==> config.mk <==
export PLATFORM = sky130hd
export DESIGN_NAME = convolution_psum_collector_flat
export DESIGN_NICKNAME = d
export VERILOG_FILES = /design/src/rtl/convolution_pkg.sv /design/src/rtl/convolution_psum_collector_if.sv /design/src/rtl/convolution_requant.sv /design/src/rtl/convolution_psum_collector.sv /design/src/flat_wrapper.sv
export SDC_FILE = /design/constraint.sdc
export NUM_CORES = 1
export LEC_CHECK = 0
export ABC_AREA = 1
export CORE_ASPECT_RATIO = 1.2
export CORE_MARGIN = 3
export CORE_UTILIZATION = 45
export DETAILED_ROUTE_END_ITERATION = 12
export PLACE_DENSITY = 0.66
export SLEW_MARGIN = 20
export SYNTH_ARGS = -nofsm -noshare
export SYNTH_HDL_FRONTEND = slang
export SYNTH_SLANG_ARGS = --single-unit
==> constraint.sdc <==
create_clock -name i_clk -period 4 [get_ports i_clk]
set_input_delay 0.4 -clock i_clk [delete_from_list [all_inputs] [get_ports i_clk]]
set_output_delay 0.4 -clock i_clk [all_outputs]
set_load 0.005 [all_outputs]
==> src/rtl/convolution_pkg.sv <==
// Shared widths, saturation limits and sizing helpers for the convolution line.
package convolution_pkg;

    localparam int unsigned I_PSUM_W = 16;
    localparam int unsigned O_DATA_W = 8;
    localparam int unsigned ACC_W    = 24;

    localparam int SAT_MAX = (1 << (O_DATA_W - 1)) - 1;
    localparam int SAT_MIN = -(1 << (O_DATA_W - 1));

    function automatic int sat_max(input int unsigned w);
        return (1 << (w - 1)) - 1;
    endfunction

    function automatic int sat_min(input int unsigned w);
        return -(1 << (w - 1));
    endfunction

    // Tap-counter width; never narrower than one bit.
    function automatic int unsigned tap_cnt_w(input int unsigned k);
        return (k > 2) ? $clog2(k) : 1;
    endfunction

endpackage

==> src/rtl/convolution_psum_collector_if.sv <==
// Psum input handshake plus result output handshake of the collector.
interface convolution_psum_collector_if
    import convolution_pkg::*;
#(
    parameter int unsigned I_PSUM = I_PSUM_W,
    parameter int unsigned O_DATA = O_DATA_W
);
    logic                     i_valid;
    logic                     o_in_ready;
    logic signed [I_PSUM-1:0] i_psum;
    logic signed [I_PSUM-1:0] i_bias;
    logic                     i_flush;
    logic                     o_valid;
    logic                     i_out_ready;
    logic signed [O_DATA-1:0] o_data;
    logic                     o_sat;

    modport master (
        output i_valid, i_psum, i_bias, i_flush, i_out_ready,
        input  o_in_ready, o_valid, o_data, o_sat
    );

    modport slave (
        input  i_valid, i_psum, i_bias, i_flush, i_out_ready,
        output o_in_ready, o_valid, o_data, o_sat
    );
endinterface

==> src/rtl/convolution_requant.sv <==
// Combinational requantizer: optional ReLU, floor arithmetic shift, signed saturation.
module convolution_requant
    import convolution_pkg::*;
#(
    parameter int unsigned ACC    = ACC_W,
    parameter int unsigned SHIFT  = 4,
    parameter int unsigned RELU   = 1,
    parameter int unsigned O_DATA = O_DATA_W
) (
    input  logic signed [ACC-1:0]    sum,
    output logic signed [O_DATA-1:0] data,
    output logic                     clipped
);
    localparam logic signed [ACC-1:0] HI = ACC'(sat_max(O_DATA));
    localparam logic signed [ACC-1:0] LO = ACC'(sat_min(O_DATA));

    logic signed [ACC-1:0] relu_v;
    logic signed [ACC-1:0] shifted;

    always_comb begin
        relu_v  = sum;
        if ((RELU != 0) && sum[ACC-1]) relu_v = '0;
        shifted = relu_v >>> SHIFT;
        data    = O_DATA'(shifted);
        clipped = 1'b0;
        if (shifted > HI) begin
            data    = O_DATA'(HI);
            clipped = 1'b1;
        end else if (shifted < LO) begin
            data    = O_DATA'(LO);
            clipped = 1'b1;
        end
    end
endmodule

==> src/rtl/convolution_psum_collector.sv <==
// Accumulates K psums per pixel plus bias and emits one requantized activation through a held output register.
module convolution_psum_collector
    import convolution_pkg::*;
#(
    parameter int unsigned I_PSUM = I_PSUM_W,
    parameter int unsigned K      = 4,
    parameter int unsigned ACC    = ACC_W,
    parameter int unsigned SHIFT  = 4,
    parameter int unsigned RELU   = 1,
    parameter int unsigned O_DATA = O_DATA_W
) (
    input logic                          i_clk,
    input logic                          i_rst_n,
    convolution_psum_collector_if.slave  bus
);
    localparam int unsigned   CW   = tap_cnt_w(K);
    localparam logic [CW-1:0] LAST = CW'(K - 1);

    logic [CW-1:0]             cnt_q, cnt_d;
    logic signed [ACC-1:0]     acc_q, acc_d;
    logic                      valid_q, valid_d;
    logic signed [O_DATA-1:0]  data_q, data_d;
    logic                      sat_q, sat_d;

    logic                      is_last;
    logic                      in_ready;
    logic                      in_fire;
    logic                      out_fire;
    logic signed [ACC-1:0]     psum_x;
    logic signed [ACC-1:0]     bias_x;
    logic signed [ACC-1:0]     sum_final;
    logic signed [O_DATA-1:0]  rq_data;
    logic                      rq_clip;

    assign psum_x    = ACC'(bus.i_psum);
    assign bias_x    = ACC'(bus.i_bias);
    assign sum_final = acc_q + psum_x + bias_x;

    // Only the final tap waits, and only while the held result is not leaving.
    assign is_last  = (cnt_q == LAST);
    assign in_ready = !(is_last && valid_q && !bus.i_out_ready);
    assign in_fire  = bus.i_valid && in_ready;
    assign out_fire = valid_q && bus.i_out_ready;

    convolution_requant #(
        .ACC    (ACC),
        .SHIFT  (SHIFT),
        .RELU   (RELU),
        .O_DATA (O_DATA)
    ) u_requant (
        .sum     (sum_final),
        .data    (rq_data),
        .clipped (rq_clip)
    );

    always_comb begin
        cnt_d   = cnt_q;
        acc_d   = acc_q;
        valid_d = valid_q;
        data_d  = data_q;
        sat_d   = sat_q;
        if (out_fire) valid_d = 1'b0;
        // Flush drops any same-cycle psum but leaves a held result alone.
        if (bus.i_flush) begin
            cnt_d = '0;
            acc_d = '0;
        end else if (in_fire) begin
            if (is_last) begin
                valid_d = 1'b1;
                data_d  = rq_data;
                sat_d   = rq_clip;
                cnt_d   = '0;
                acc_d   = '0;
            end else begin
                cnt_d = cnt_q + CW'(1);
                acc_d = (cnt_q == '0) ? psum_x : acc_q + psum_x;
            end
        end
    end

    always_ff @(posedge i_clk or negedge i_rst_n) begin
        if (!i_rst_n) begin
            cnt_q   <= '0;
            acc_q   <= '0;
            valid_q <= 1'b0;
            data_q  <= '0;
            sat_q   <= 1'b0;
        end else begin
            cnt_q   <= cnt_d;
            acc_q   <= acc_d;
            valid_q <= valid_d;
            data_q  <= data_d;
            sat_q   <= sat_d;
        end
    end

    assign bus.o_in_ready = in_ready;
    assign bus.o_valid    = valid_q;
    assign bus.o_data     = data_q;
    assign bus.o_sat      = sat_q;
endmodule

==> src/flat_wrapper.sv <==
// flat-port wrapper written by rule: the top's interface ports become plain ports
module convolution_psum_collector_flat import convolution_pkg::*;
#(
    parameter int unsigned I_PSUM = I_PSUM_W,
    parameter int unsigned K      = 4,
    parameter int unsigned ACC    = ACC_W,
    parameter int unsigned SHIFT  = 4,
    parameter int unsigned RELU   = 1,
    parameter int unsigned O_DATA = O_DATA_W
)
  (i_clk, i_rst_n, bus_i_valid, bus_i_psum, bus_i_bias, bus_i_flush, bus_i_out_ready, bus_o_in_ready, bus_o_valid, bus_o_data, bus_o_sat);
  convolution_psum_collector_if #(.I_PSUM(I_PSUM), .O_DATA(O_DATA)) bus_i ();
  input logic i_clk;
  input logic i_rst_n;
  input wire logic [$bits(bus_i.i_valid)-1:0] bus_i_valid;
  input wire logic [$bits(bus_i.i_psum)-1:0] bus_i_psum;
  input wire logic [$bits(bus_i.i_bias)-1:0] bus_i_bias;
  input wire logic [$bits(bus_i.i_flush)-1:0] bus_i_flush;
  input wire logic [$bits(bus_i.i_out_ready)-1:0] bus_i_out_ready;
  output wire logic [$bits(bus_i.o_in_ready)-1:0] bus_o_in_ready;
  output wire logic [$bits(bus_i.o_valid)-1:0] bus_o_valid;
  output wire logic [$bits(bus_i.o_data)-1:0] bus_o_data;
  output wire logic [$bits(bus_i.o_sat)-1:0] bus_o_sat;
  assign bus_i.i_valid = bus_i_valid;
  assign bus_i.i_psum = bus_i_psum;
  assign bus_i.i_bias = bus_i_bias;
  assign bus_i.i_flush = bus_i_flush;
  assign bus_i.i_out_ready = bus_i_out_ready;
  assign bus_o_in_ready = bus_i.o_in_ready;
  assign bus_o_valid = bus_i.o_valid;
  assign bus_o_data = bus_i.o_data;
  assign bus_o_sat = bus_i.o_sat;
  convolution_psum_collector #(.I_PSUM(I_PSUM), .K(K), .ACC(ACC), .SHIFT(SHIFT), .RELU(RELU), .O_DATA(O_DATA)) u_core (.i_clk(i_clk), .i_rst_n(i_rst_n), .bus(bus_i));
endmodule
# ---- Word level (Yosys, flattened, before mapping)
# Cells that the tools add are included.
dict set report word_totals {
  output_inout_bits 11
  ff_bits 36
}
dict set report op_classes {
  addsub 3
  bitwise 1
  n_mux 16
  n_lt_le_gt_ge 2
  reduce_logical 9
  n_eq_ne 1
}
# cell n
set ops {}
lappend ops {{$mux W24} 4}
lappend ops {{$add A24 B16 Y24} 2}
lappend ops {{$mux W23} 1}
lappend ops {{$gt A20 B8 Y1 const B} 1}
lappend ops {{$lt A20 B8 Y1 const B} 1}
lappend ops {{$mux W8} 2}
lappend ops {{$mux W1} 6}
lappend ops {{$mux W2} 3}
lappend ops {{$logic_and A1 B1 Y1} 4}
lappend ops {{$reduce_and A3 Y1} 1}
lappend ops {{$add A2 B1 Y2 const B} 1}
lappend ops {{$eq A2 B2 Y1 const B} 1}
lappend ops {{$logic_not A1 Y1} 2}
lappend ops {{$logic_not A2 Y1} 1}
lappend ops {{$reduce_bool A2 Y1} 1}
lappend ops {{$not A1 Y1} 1}

# ---- Logic depth before layout (Yosys ltp)
# Gate-level depths: netlist of run 1.
dict set report depth {
  depth_word 7
  mapped_depth 28
  depth_no_buf 28
}

# ---- Modules after synthesis
# Synthesis of run 1 repeated with hierarchy kept, for this count alone.
dict set report unflattened {
  cells_unflattened 733
  hier_area_um2 4658.2
}
# mod n_inst cells_each area_each_um2 seq_area_each_um2
set by_module_without_submodules {}
lappend by_module_without_submodules {convolution_psum_collector 1 703 4503.1 900.9}
lappend by_module_without_submodules {convolution_requant 1 30 155.1 0.0}

# ---- Worst setup path after synthesis of run 1
# Ideal clock, no wire load.
dict set report synth_timing {
  kind {in2reg}
  start {input port bus_i_psum[0]}
  end {register u_core.data_q[0] (netlist: u_core.bus.o_data[0])}
  arrival_time_ps 3627
  cell_stages 23
  n_path_buf 0
  setup_slack_ps 308
  path_cell_list {ha_1 > inv_1 > fa_1 > o21ai_1 > a21oi_1 > o21ai_2 > a21oi_1 > o21ai_1 > xor2_1 > inv_1 > ha_1 > nand2_1 > nor2_1 > inv_1 > nor2_1 > nand3_1 > nand3_2 > xnor2_4 > xor2_4 > nand2_4 > nand2_1 > nand2_1 > nand2_1}
}
dict set report synth_between {
  elab_chain_cells 6
  elab_cells_between_ends 7
  cone_classes {add/sub (2); order compare (2); mux (3)}
}
# element line
set synth_rtl {}
lappend synth_rtl {{start, declared} flat_wrapper.sv:16} ;# input wire logic [$bits(bus_i.i_psum)-1:0] bus_i_psum;
lappend synth_rtl {{$add A24 B16 Y24 * (2 in a row)} convolution_psum_collector.sv:37} ;# assign sum_final = acc_q + psum_x + bias_x;
lappend synth_rtl {{$mux W23 *} convolution_requant.sv:22} ;# if ((RELU != 0) && sum[ACC-1]) relu_v = '0;
lappend synth_rtl {{$lt A20 B8 Y1} convolution_requant.sv:29} ;# end else if (shifted < LO) begin
lappend synth_rtl {{$mux W8} convolution_requant.sv:29}
lappend synth_rtl {{$mux W8 *} convolution_requant.sv:26} ;# if (shifted > HI) begin
lappend synth_rtl {{end signal, assigned} convolution_psum_collector.sv:92} ;# data_q <= data_d;
lappend synth_rtl {{end, declared} convolution_psum_collector.sv:22} ;# logic signed [O_DATA-1:0] data_q, data_d;
# Mark *: on every way between the ends. The rest lies on a longest branch, timed or not.
# A chain may end at the register's enable or synchronous reset.

# ---- Final worst setup path of run 1
dict set report layout_timing {
  start {input port bus_i_psum[11]}
  end {register u_core.sat_q (netlist: u_core.bus.o_sat)}
}
dict set report layout_between {
  elab_chain_cells 6
  elab_cells_between_ends 7
  cone_classes {add/sub (2); order compare (2); mux (3)}
}
# element line
set layout_rtl {}
lappend layout_rtl {{$add A24 B16 Y24 * (2 in a row)} convolution_psum_collector.sv:37}
lappend layout_rtl {{$mux W23 *} convolution_requant.sv:22}
lappend layout_rtl {{$lt A20 B8 Y1} convolution_requant.sv:29}
lappend layout_rtl {{$mux W1} convolution_requant.sv:29}
lappend layout_rtl {{$mux W1 *} convolution_requant.sv:26}
lappend layout_rtl {{end signal, assigned} convolution_psum_collector.sv:93} ;# sat_q <= sat_d;
lappend layout_rtl {{end, declared} convolution_psum_collector.sv:23} ;# logic sat_q, sat_d;
# Marks and branches as above.

==> impl_metrics.tcl, run 1 <==
set metrics [dict create \
    grt_pass1_vias 5240 \
    worst_hold_path_type "in2async" \
    power.density_nw_per_um2 448 \
    clock_skew_ps 7.45 \
    ys_top_cells_by_count "nand2_1 (260), inv_1 (116), nor2_1 (73)" \
    finalHoldViolCount 0 \
    rsz0062_at_grt "true" \
    path_cells "clkdlybuf4s50_1 -> ha_1 -> a21oi_2 -> buf_4 -> o21a_1 -> o221a_2 -> nand3_1 -> xor2_1 -> buf_4 -> ha_1 -> nand2_1 -> nor2_2 -> inv_1 -> nor2_2 -> nand3_2 -> nand3_2 -> xnor2_4 -> xor2_4 -> nand2_4 -> buf_6 -> o21ai_2" \
    ys_ff_latch 36 \
    end_kind "flop" \
    fmax_ghz 0.250 \
    required_ps 4220 \
    finalSetupViolCount 0 \
    place_congestion 0.980 \
    pre_cts_slack_ps -395 \
    antennaDiodeCount 0 \
    grt_max_degree 37 \
    syn_to_final_growth_pct 54.0 \
    pin_count 48 \
    top_layer_used "met4" \
    dr.pass1.iters 4 \
    worst_pin_slew_ps 936 \
    drive_gt1_share_pct 29.4 \
    avgSynthCellArea_um2 6.06 \
    slowest_delay_ps 420 \
    period_needed_ps 3990 \
    drc 0 \
    die_y_um 116 \
    cp.arrival_ps 4210 \
    synth_cell_types 38 \
    cts_tree "yes" \
    synthCells 751 \
    grt_pass1_wl_um 23100 \
    reg2reg_depth 20 \
    clkTransAtPathRegs_ps 60 \
    coreArea_um2 9710 \
    slew_viol_final 0 \
    wl_met3_um 730 \
    cts_buffers 5 \
    worstPathBufferInverterCount 5 \
    antenna_found_initial 0 \
    clock-sinks 36 \
    cts_max_level 2 \
    async_reset_ff_share_pct 100 \
    r2r_end "u_core.bus.o_sat" \
    syn_area_um2 4550 \
    yosysSeqAreaShare_pct 19.8 \
    multi_input_area_um2 3850 \
    fillers 773 \
    final_antenna_net_count 0 \
    final.setup.tns_ps 0 \
    worst_slack_ps 6.11 \
    die_area_um2 11400 \
    wirelength_um 15600 \
    wl_per_cell_um 14.7 \
    route.met2.wl_um 7900 \
    insertion_delay_ps 290 \
    worstReg2RegStart "u_core.acc_q[11]" \
    overflow 0 \
    start_util_pct 46.8 \
    dp_hpwl_um 11500 \
    outcome "finished clean" \
    synthesis.nets 837 \
    critical_path.endpoint "u_core.bus.o_sat" \
    critPathMaxFanout 8 \
    cp_slowest_cell "clkdlybuf4s50_1" \
    synth_most_common_cell "nand2_1" \
    clock_path_buffers 2 \
    r2r_slack_ps 150 \
    cp-startpoint "bus_i_psum[11]" \
    crit_cells 21 \
    ys.flop_type "dfrtp_1" \
    ys_top_cells_by_area "nand2_1 (21%), dfrtp_1 (20%), ha_1 (13%), inv_1 (9.6%), nor2_1 (6.0%)" \
    wl_met1_um 6250 \
    synth_edf_count 0 \
    slew_headroom_pct 37.4 \
    drv_cap 0 \
    fin_nets 1018 \
    rows 39 \
    startpoint_type "input port" \
    fin_crit_sh_pct 99.8 \
    peakVddDrop_mv 0.256 \
    final_cells 1056 \
    cpLargestDelayFamily "buffers and inverters" \
    final_util_pct 72.1 \
    fp.dieW_um 97.8 \
    drtIter0Drc 259 \
    seq_area_um2 901 \
    grt_util_all_layers_pct 25.0 \
    vias 5501 \
    synth_top_area_share_pct 21.5 \
    port_buffers 47 \
    crit_type "in2reg" \
    p_leak_nw 3.75 \
    cts_hold_buf 0 \
    place_inst 1036 \
    synth_top_cell_by_area "nand2_1" \
    via_per_inst 5.21 \
    clock-root-buffer "clkbuf_16" \
    ys_warn_count 0 \
]
flip-flops by register name, indices dropped and copies added (netlist names):
register	cells
u_core.bus.o_sat	1
u_core.cnt_q	2
u_core.acc_q	24
u_core.bus.o_valid	1
u_core.bus.o_data	8
worst reg2reg max path, stage by stage, from the launching register on:
cell	delay, ps
dfrtp_1	380
ha_1	330
a21oi_2	160
buf_4	130
o21a_1	190
o221a_2	220
nand3_1	120
xor2_1	170
buf_4	160
ha_1	310
nand2_1	110
nor2_2	170
inv_1	120
nor2_2	170
nand3_2	100
nand3_2	120
xnor2_4	150
xor2_4	290
nand2_4	130
buf_6	140
o21ai_2	90
power by group:
part / switching, mW / internal (mW) / total (mW)
Clock: 0.167 / 0.249 / 0.417
Sequential: 0.0376 / 0.429 / 0.466
Combinational: 1.21 / 1.04 / 2.26
Total: 1.42 / 1.72 / 3.14
final cells by class:
type                    instances  share of cell area (%)
inverters                     121                    6.52
clock buffers                   6                    1.98
flip-flops and latches         36                    12.9
well taps                     123                    2.20
clock inverters                 2                   0.197
multi-input cells             588                    55.0
repair buffers                180                    21.2
metal layers:
layer / vias up / track usage [%]
li1: 2738 / -
met2: 171 / 45.9
met4: 0 / 11.2
met3: 59 / 3.46
met5: - / 0
met1: 2533 / 29.2
cells in the final DEF (no fill, tap or decap), types with 2 or more instances in the layout:
master           instances
nor2_1                  55
ha_4                    16
xor2_2                  10
nor3_1                   2
inv_1                  112
o21ai_1                  5
clkbuf_16                5
clkdlybuf4s50_1         38
buf_4                  132
dfrtp_1                 36
o21ai_2                  9
a21oi_1                 24
a31oi_1                  2
a21oi_4                  5
nor2_4                   6
inv_2                    7
nand2_4                  6
a21oi_2                 15
ha_2                     4
o21ai_0                 41
dlymetal6s2s_1           8
nand4_1                 12
xor2_4                   2
nand3_1                 21
nand2_2                 15
nand3_2                  9
xnor2_1                 10
xor2_1                   7
nand3b_1                 3
a21o_1                   6
nor3_2                   2
ha_1                    28
nor2_2                  14
nand2_1                243
logic make-up after synthesis:
group | share of synthesized area (%)
AOI/OAI and AO/OA | 14.2
buffers and inverters | 10.5
DFF | 19.8
xor gates and xnor gates | 6.60
and+or+nand+nor | 35.3
adders and majority gates | 13.6
how the worst min path moves through the flow:
stage	endpoint	slack [ps]	startpoint
finish	u_core.bus.o_sat	210	i_rst_n
CTS	u_core.bus.o_data[0]	250	i_rst_n
floorplan	u_core.acc_q[0]	100	i_rst_n
detailed placement	u_core.bus.o_data[6]	470	u_core.bus.o_data[6]
global route	u_core.bus.o_sat	280	i_rst_n
global placement	u_core.bus.o_data[2]	460	u_core.bus.o_data[2]
what timing repair did:
| item | in CTS | in global routing |
|---|---|---|
| cloned | 0 | 0 |
| resized for setup | 12 | 137 |
| buffers inserted | 6 | 6 |
| pin swaps | 10 | 50 |
| setup endpoints to repair | 8 | 8 |
stage by stage:
step	instance area [um2]	hold slack, ps	total power, mW
final	7000	209	3.14
after global routing	7000	278	3.38
after CTS	6310	248	2.79
after detailed placement	6050	466	2.31
after global placement	6050	462	2.28
after floorplan	4550	104	1.54
(Power assumes the default switching activity.)
==> run 2: changes to the inputs <==
- CORE_MARGIN: 3 -> unset
==> run 2 against run 1 <==
Cell count decreased by 1.3%. Critical path depth increased by 4. Wire length decreased by 4.2%. Clock power about the same. Highest routed layer unchanged. Sequential share of layout area increased by 0.54 points. Non-clock buffer count decreased by 14.
==> impl_metrics.tcl, run 2 (same netlist as run 1, synthesis figures left out) <==
set metrics [dict create \
    outcome "finished clean" \
    drc 0 \
    worst_slack_ps 111 \
    drive_gt1_share_pct 25.8 \
    finalSetupViolCount 0 \
    cts_buffers 5 \
    grt_busiest_layer "met2" \
    rsz0062_at_grt "true" \
    power_mw 2.97 \
    final_cell_mix "nand2_1 (245), buf_4 (119), inv_1 (115)" \
    r2r_end "u_core.bus.o_data[4]" \
    via_per_inst 5.15 \
    final_util_pct 69.6 \
    largest_register_ffs 24 \
    place_congestion 0.931 \
    cts_hold_buf 0 \
    peakVddDrop_mv 0.200 \
    die_y_um 112 \
    final_cells 1042 \
    syn_to_final_growth_pct 47.8 \
    drv_cap 0 \
    worst_pin_slew_ps 969 \
    met3_usage_pct 3.39 \
    startpoint_type "input port" \
    fmax_ghz 0.257 \
    reg2reg_depth 25 \
    power.density_nw_per_um2 443 \
    finalHoldViolCount 0 \
    worst_hold_path_type "in2async" \
    placedInstanceArea_um2 5970 \
    required_ps 4180 \
    wl_per_cell_um 14.3 \
    drtIter0Drc 242 \
    fin_nets 1004 \
    top_register "u_core.acc_q" \
    critPathMaxFanout 8 \
    p_leak_nw 3.61 \
    final_common_cell "nand2_1" \
    final.setup.tns_ps 0 \
    cts_tree "yes" \
    slew_headroom_pct 35.2 \
    end_kind "flop" \
    r2r_slack_ps 240 \
    clock-sinks 36 \
    fin_hold_ws_ps 241 \
    clkTransAtPathRegs_ps 60 \
    final_antenna_net_count 0 \
    stdcell_area_um2 6720 \
    use_met2_pct 49.1 \
    grt_max_degree 37 \
    fin_crit_sh_pct 97.2 \
    start_util_pct 47.1 \
    grt_pass1_vias 5228 \
    rows 39 \
    die_area_um2 10500 \
    pin_count 48 \
    clock_path_buffers 2 \
    clock-root-buffer "clkbuf_16" \
    place_inst 1025 \
    cp.arrival_ps 4070 \
    overflow 0 \
    fp.dieW_um 93.8 \
    fillers 850 \
    wirelength_um 14900 \
    slew_viol_final 0 \
    antennaDiodeCount 0 \
    crit_type "in2reg" \
    insertion_delay_ps 290 \
    dr.pass1.iters 6 \
    clock_skew_ps 3.12 \
    worstReg2RegStart "u_core.acc_q[0]" \
    pre_cts_slack_ps -523 \
    port_buffers 47 \
    antenna_found_initial 0 \
    dp_hpwl_um 11300 \
    period_needed_ps 3890 \
    vias 5364 \
    coreArea_um2 9660 \
    grt_util_all_layers_pct 28.4 \
    cts_max_level 2 \
    grt_use_met1_pct 35.6 \
    grt_pass1_wl_um 23900 \
]
-- run 2: cell count changes in the layout (fill, tap and decap cells not counted), sizes merged --
cell / before / now
dlygate4sd2: 0 / 2
clkbuf: 6 / 7
inv: 121 / 120
clkinv: 2 / 1
clkinvlp: 0 / 1
dlymetal6s2s: 8 / 6
buf: 134 / 120
-- run 2: critical path, cell delays in order --
cell and delay (ps):
clkdlybuf4s50_1 480, ha_4 340, nand2_1 110, nor2_2 180, inv_1 100, o21ai_2 170
inv_1 70, o21ai_2 170, xor2_1 90, buf_4 160, ha_4 300, nand2_2 90
nor2_4 130, and2_4 160, nand4_1 140, nand3_1 130, nand2_1 70, nand2_2 70
nand2_2 60, nor2_1 100, nand4_1 170, nand2_4 160, nand2_1 70, nand2_1 70
nand2_1 50
-- run 2: cell type report --
| class | instances | area, um2 | area share (%) |
|---|---|---|---|
| inverters | 121 | 454 | 6.76 |
| multi-input cells | 588 | 3690 | 54.9 |
| clock inverters | 1 | 7.51 | 0.112 |
| repair buffers | 166 | 1370 | 20.4 |
| well taps | 123 | 154 | 2.29 |
| flip-flops and latches | 36 | 901 | 13.4 |
| clock buffers | 7 | 143 | 2.12 |
-- run 2: metal layers --
metal  part of all wire (%)  up-vias
met2                     49      156
met3                    4.1       36
li1                       -     2712
met4                    3.3        0
met5                      0        -
met1                     43     2460
-- run 2: timing repair --
action / in CTS / in global routing
endpoints found under the hold margin: 0 / 0
endpoints found under the setup margin: 8 / 8
pin swaps: 22 / 33
cloned: 0 / 0
gates resized for setup: 33 / 78
buffers inserted: 3 / 6
-- run 2: power by group --
part | internal [mW] | switching, mW
clock network | 0.249 | 0.168
logic | 0.966 | 1.12
registers | 0.429 | 0.0418
total | 1.64 | 1.33
-- run 2: worst max path at each step --
stage / start / to
finish: bus_i_psum[7] / u_core.bus.o_data[4]
global route: bus_i_psum[11] / u_core.bus.o_data[4]
CTS: bus_i_psum[15] / u_core.bus.o_data[3]
detailed placement: bus_i_psum[0] / u_core.bus.o_data[3]
global placement: bus_i_psum[0] / u_core.bus.o_data[3]
floorplan: bus_i_psum[0] / u_core.bus.o_data[0]
==> RTL change, RTL diff (settings of run 2) <==
`K` is set to 4 in 2 places; all go to 8.
--- a/src/rtl/convolution_psum_collector.sv
+++ b/src/rtl/convolution_psum_collector.sv
@@ -3,7 +3,7 @@
     import convolution_pkg::*;
 #(
     parameter int unsigned I_PSUM = I_PSUM_W,
-    parameter int unsigned K      = 4,
+    parameter int unsigned K      = 8,
     parameter int unsigned ACC    = ACC_W,
     parameter int unsigned SHIFT  = 4,
     parameter int unsigned RELU   = 1,
--- a/src/flat_wrapper.sv
+++ b/src/flat_wrapper.sv
@@ -2,7 +2,7 @@
 module convolution_psum_collector_flat import convolution_pkg::*;
 #(
     parameter int unsigned I_PSUM = I_PSUM_W,
-    parameter int unsigned K      = 4,
+    parameter int unsigned K      = 8,
     parameter int unsigned ACC    = ACC_W,
     parameter int unsigned SHIFT  = 4,
     parameter int unsigned RELU   = 1,
Check against the original RTL: not equivalent (a bounded check fails within 10 cycles, from zero or initial values and one cycle with i_rst_n low).
==> RTL change against run 2 <==
First-iteration DRC count shrank 4.1%; worst setup slack improved by 80 ps; combinational power rose by 3%; sequential cell count up 1; count of clock-buffer cells in the layout down 1; final area grew 2.3%; power up 2.8%; core utilization is 1.2 points lower; area after synthesis grew 3.3%; via count rose by 0.93%; critical path type unchanged; routed wire length up 5.2%.
==> RTL change: results (changes against run 2) <==
- Global-route wire length before repair: 24600 um (+2.9%)
- Clock-cell share: 2.44% (+0.21 points)
- Power Density: 445 nW/um^2 (+0.55%)
- Non-clk invs: 132 (+9.1%)
- Post-layout util: 68.3% (-1.2 points)
- Multi-input gate area: 3880 sq um (+5.1%)
- Lkg Pwr: 3.57 nW (-1.2%)
- DR WL/cell: 15.0 um (+4.8%)
- Clock Skew: 10.1 ps (+6.97 ps)
- Register Area: 926 sq um (+2.8%)
- Internal power: 1.64 mW (-0.37%)
- Final HPWL DP: 12200 um (+7.9%)
- DR pass1 iterations: 5 (-1)
- Peak supply drop: 254 uV (+27%)
- Synth Instances: 769 (+2.4%)
- Signal buf overhead: 18.1% (-2.3 points)
- Total number of vias: 5414 (+0.93%)
- Comb pwr share: 70.4% (+0.2 points)
- Multi-input gates: 594 (+1.0%)
- Routed met3 length: 397 um (-36%)
- Fill count: 874 (+2.8%)
- Status: completed
- Seq/Total Area, Yosys: 19.7% (-0.11 points)
- Met2 Usage GRT: 52.4% (+3.4 points)
- Vias per cell: 5.18 (+0.55%)
- Post-place setup slack: -320 ps (+203 ps)
- #FFs+latches synth: 37 (+2.8%)
- Met2 WL: 7950 um (+8.7%)
- GPL Wtd Cong: 1.03 (+11%)
RTL change: cell types whose count changed in the layout (fill, tap and decap cells not counted), moves of 5 or more:
cell and change:
nand2_2 +6, nor3_1 +6, buf_4 -17, nor2_4 +7, ha_4 +5, nor2_1 -11
o21ai_0 +12, nand2_1 -9, inv_2 +13
RTL change: cells by family (layout without fill, tap and decap cells):
group                    count (synthesis)  in the layout  share of synthesized area [%]
buffers and inverters                  138            289                           11.0
flip-flops                              37             37                           19.7
AO/OA/AOI/OAI                          120            120                           13.6
AND/OR/NAND/NOR                        394            394                           36.2
XOR/XNOR                                30             30                           5.99
adder cells (fa/ha/maj)                 50             50                           13.5
RTL change: critical path: stages:
cell	delay, ps
clkdlybuf4s50_1	430
ha_1	360
a21oi_2	180
o21ai_0	110
a21oi_1	180
inv_1	120
a21oi_2	190
buf_4	170
xnor2_4	90
ha_4	320
nand2_1	50
inv_1	80
nand2_2	100
nor2_4	130
nand4_1	220
nand4_1	180
nand3_1	90
nor2_2	130
nand4_1	150
nand2_4	150
nand2_2	60
nand2_1	50
nand2_1	50
RTL change: worst paths after layout:
check	start	end	slack (ps)	depth (start not counted)
min in group i_clk	bus_i_psum[0]	u_core.acc_q[0]	470	3
max	bus_i_psum[3]	u_core.bus.o_data[5]	190	23
min reg2reg	u_core.bus.o_data[1]	u_core.bus.o_data[1]	480	2
max in group asynchronous	i_rst_n	u_core.acc_q[0]	3220	1
min	i_rst_n	u_core.acc_q[20]	220	1
max reg2reg	u_core.acc_q[7]	u_core.bus.o_data[5]	370	23
RTL change: timing repair:
action                                  4_1_cts  5_1_grt
resized for setup                             1      121
endpoints found under the setup margin        7        8
setup buffers                                 1        5
pin swaps                                     2       46
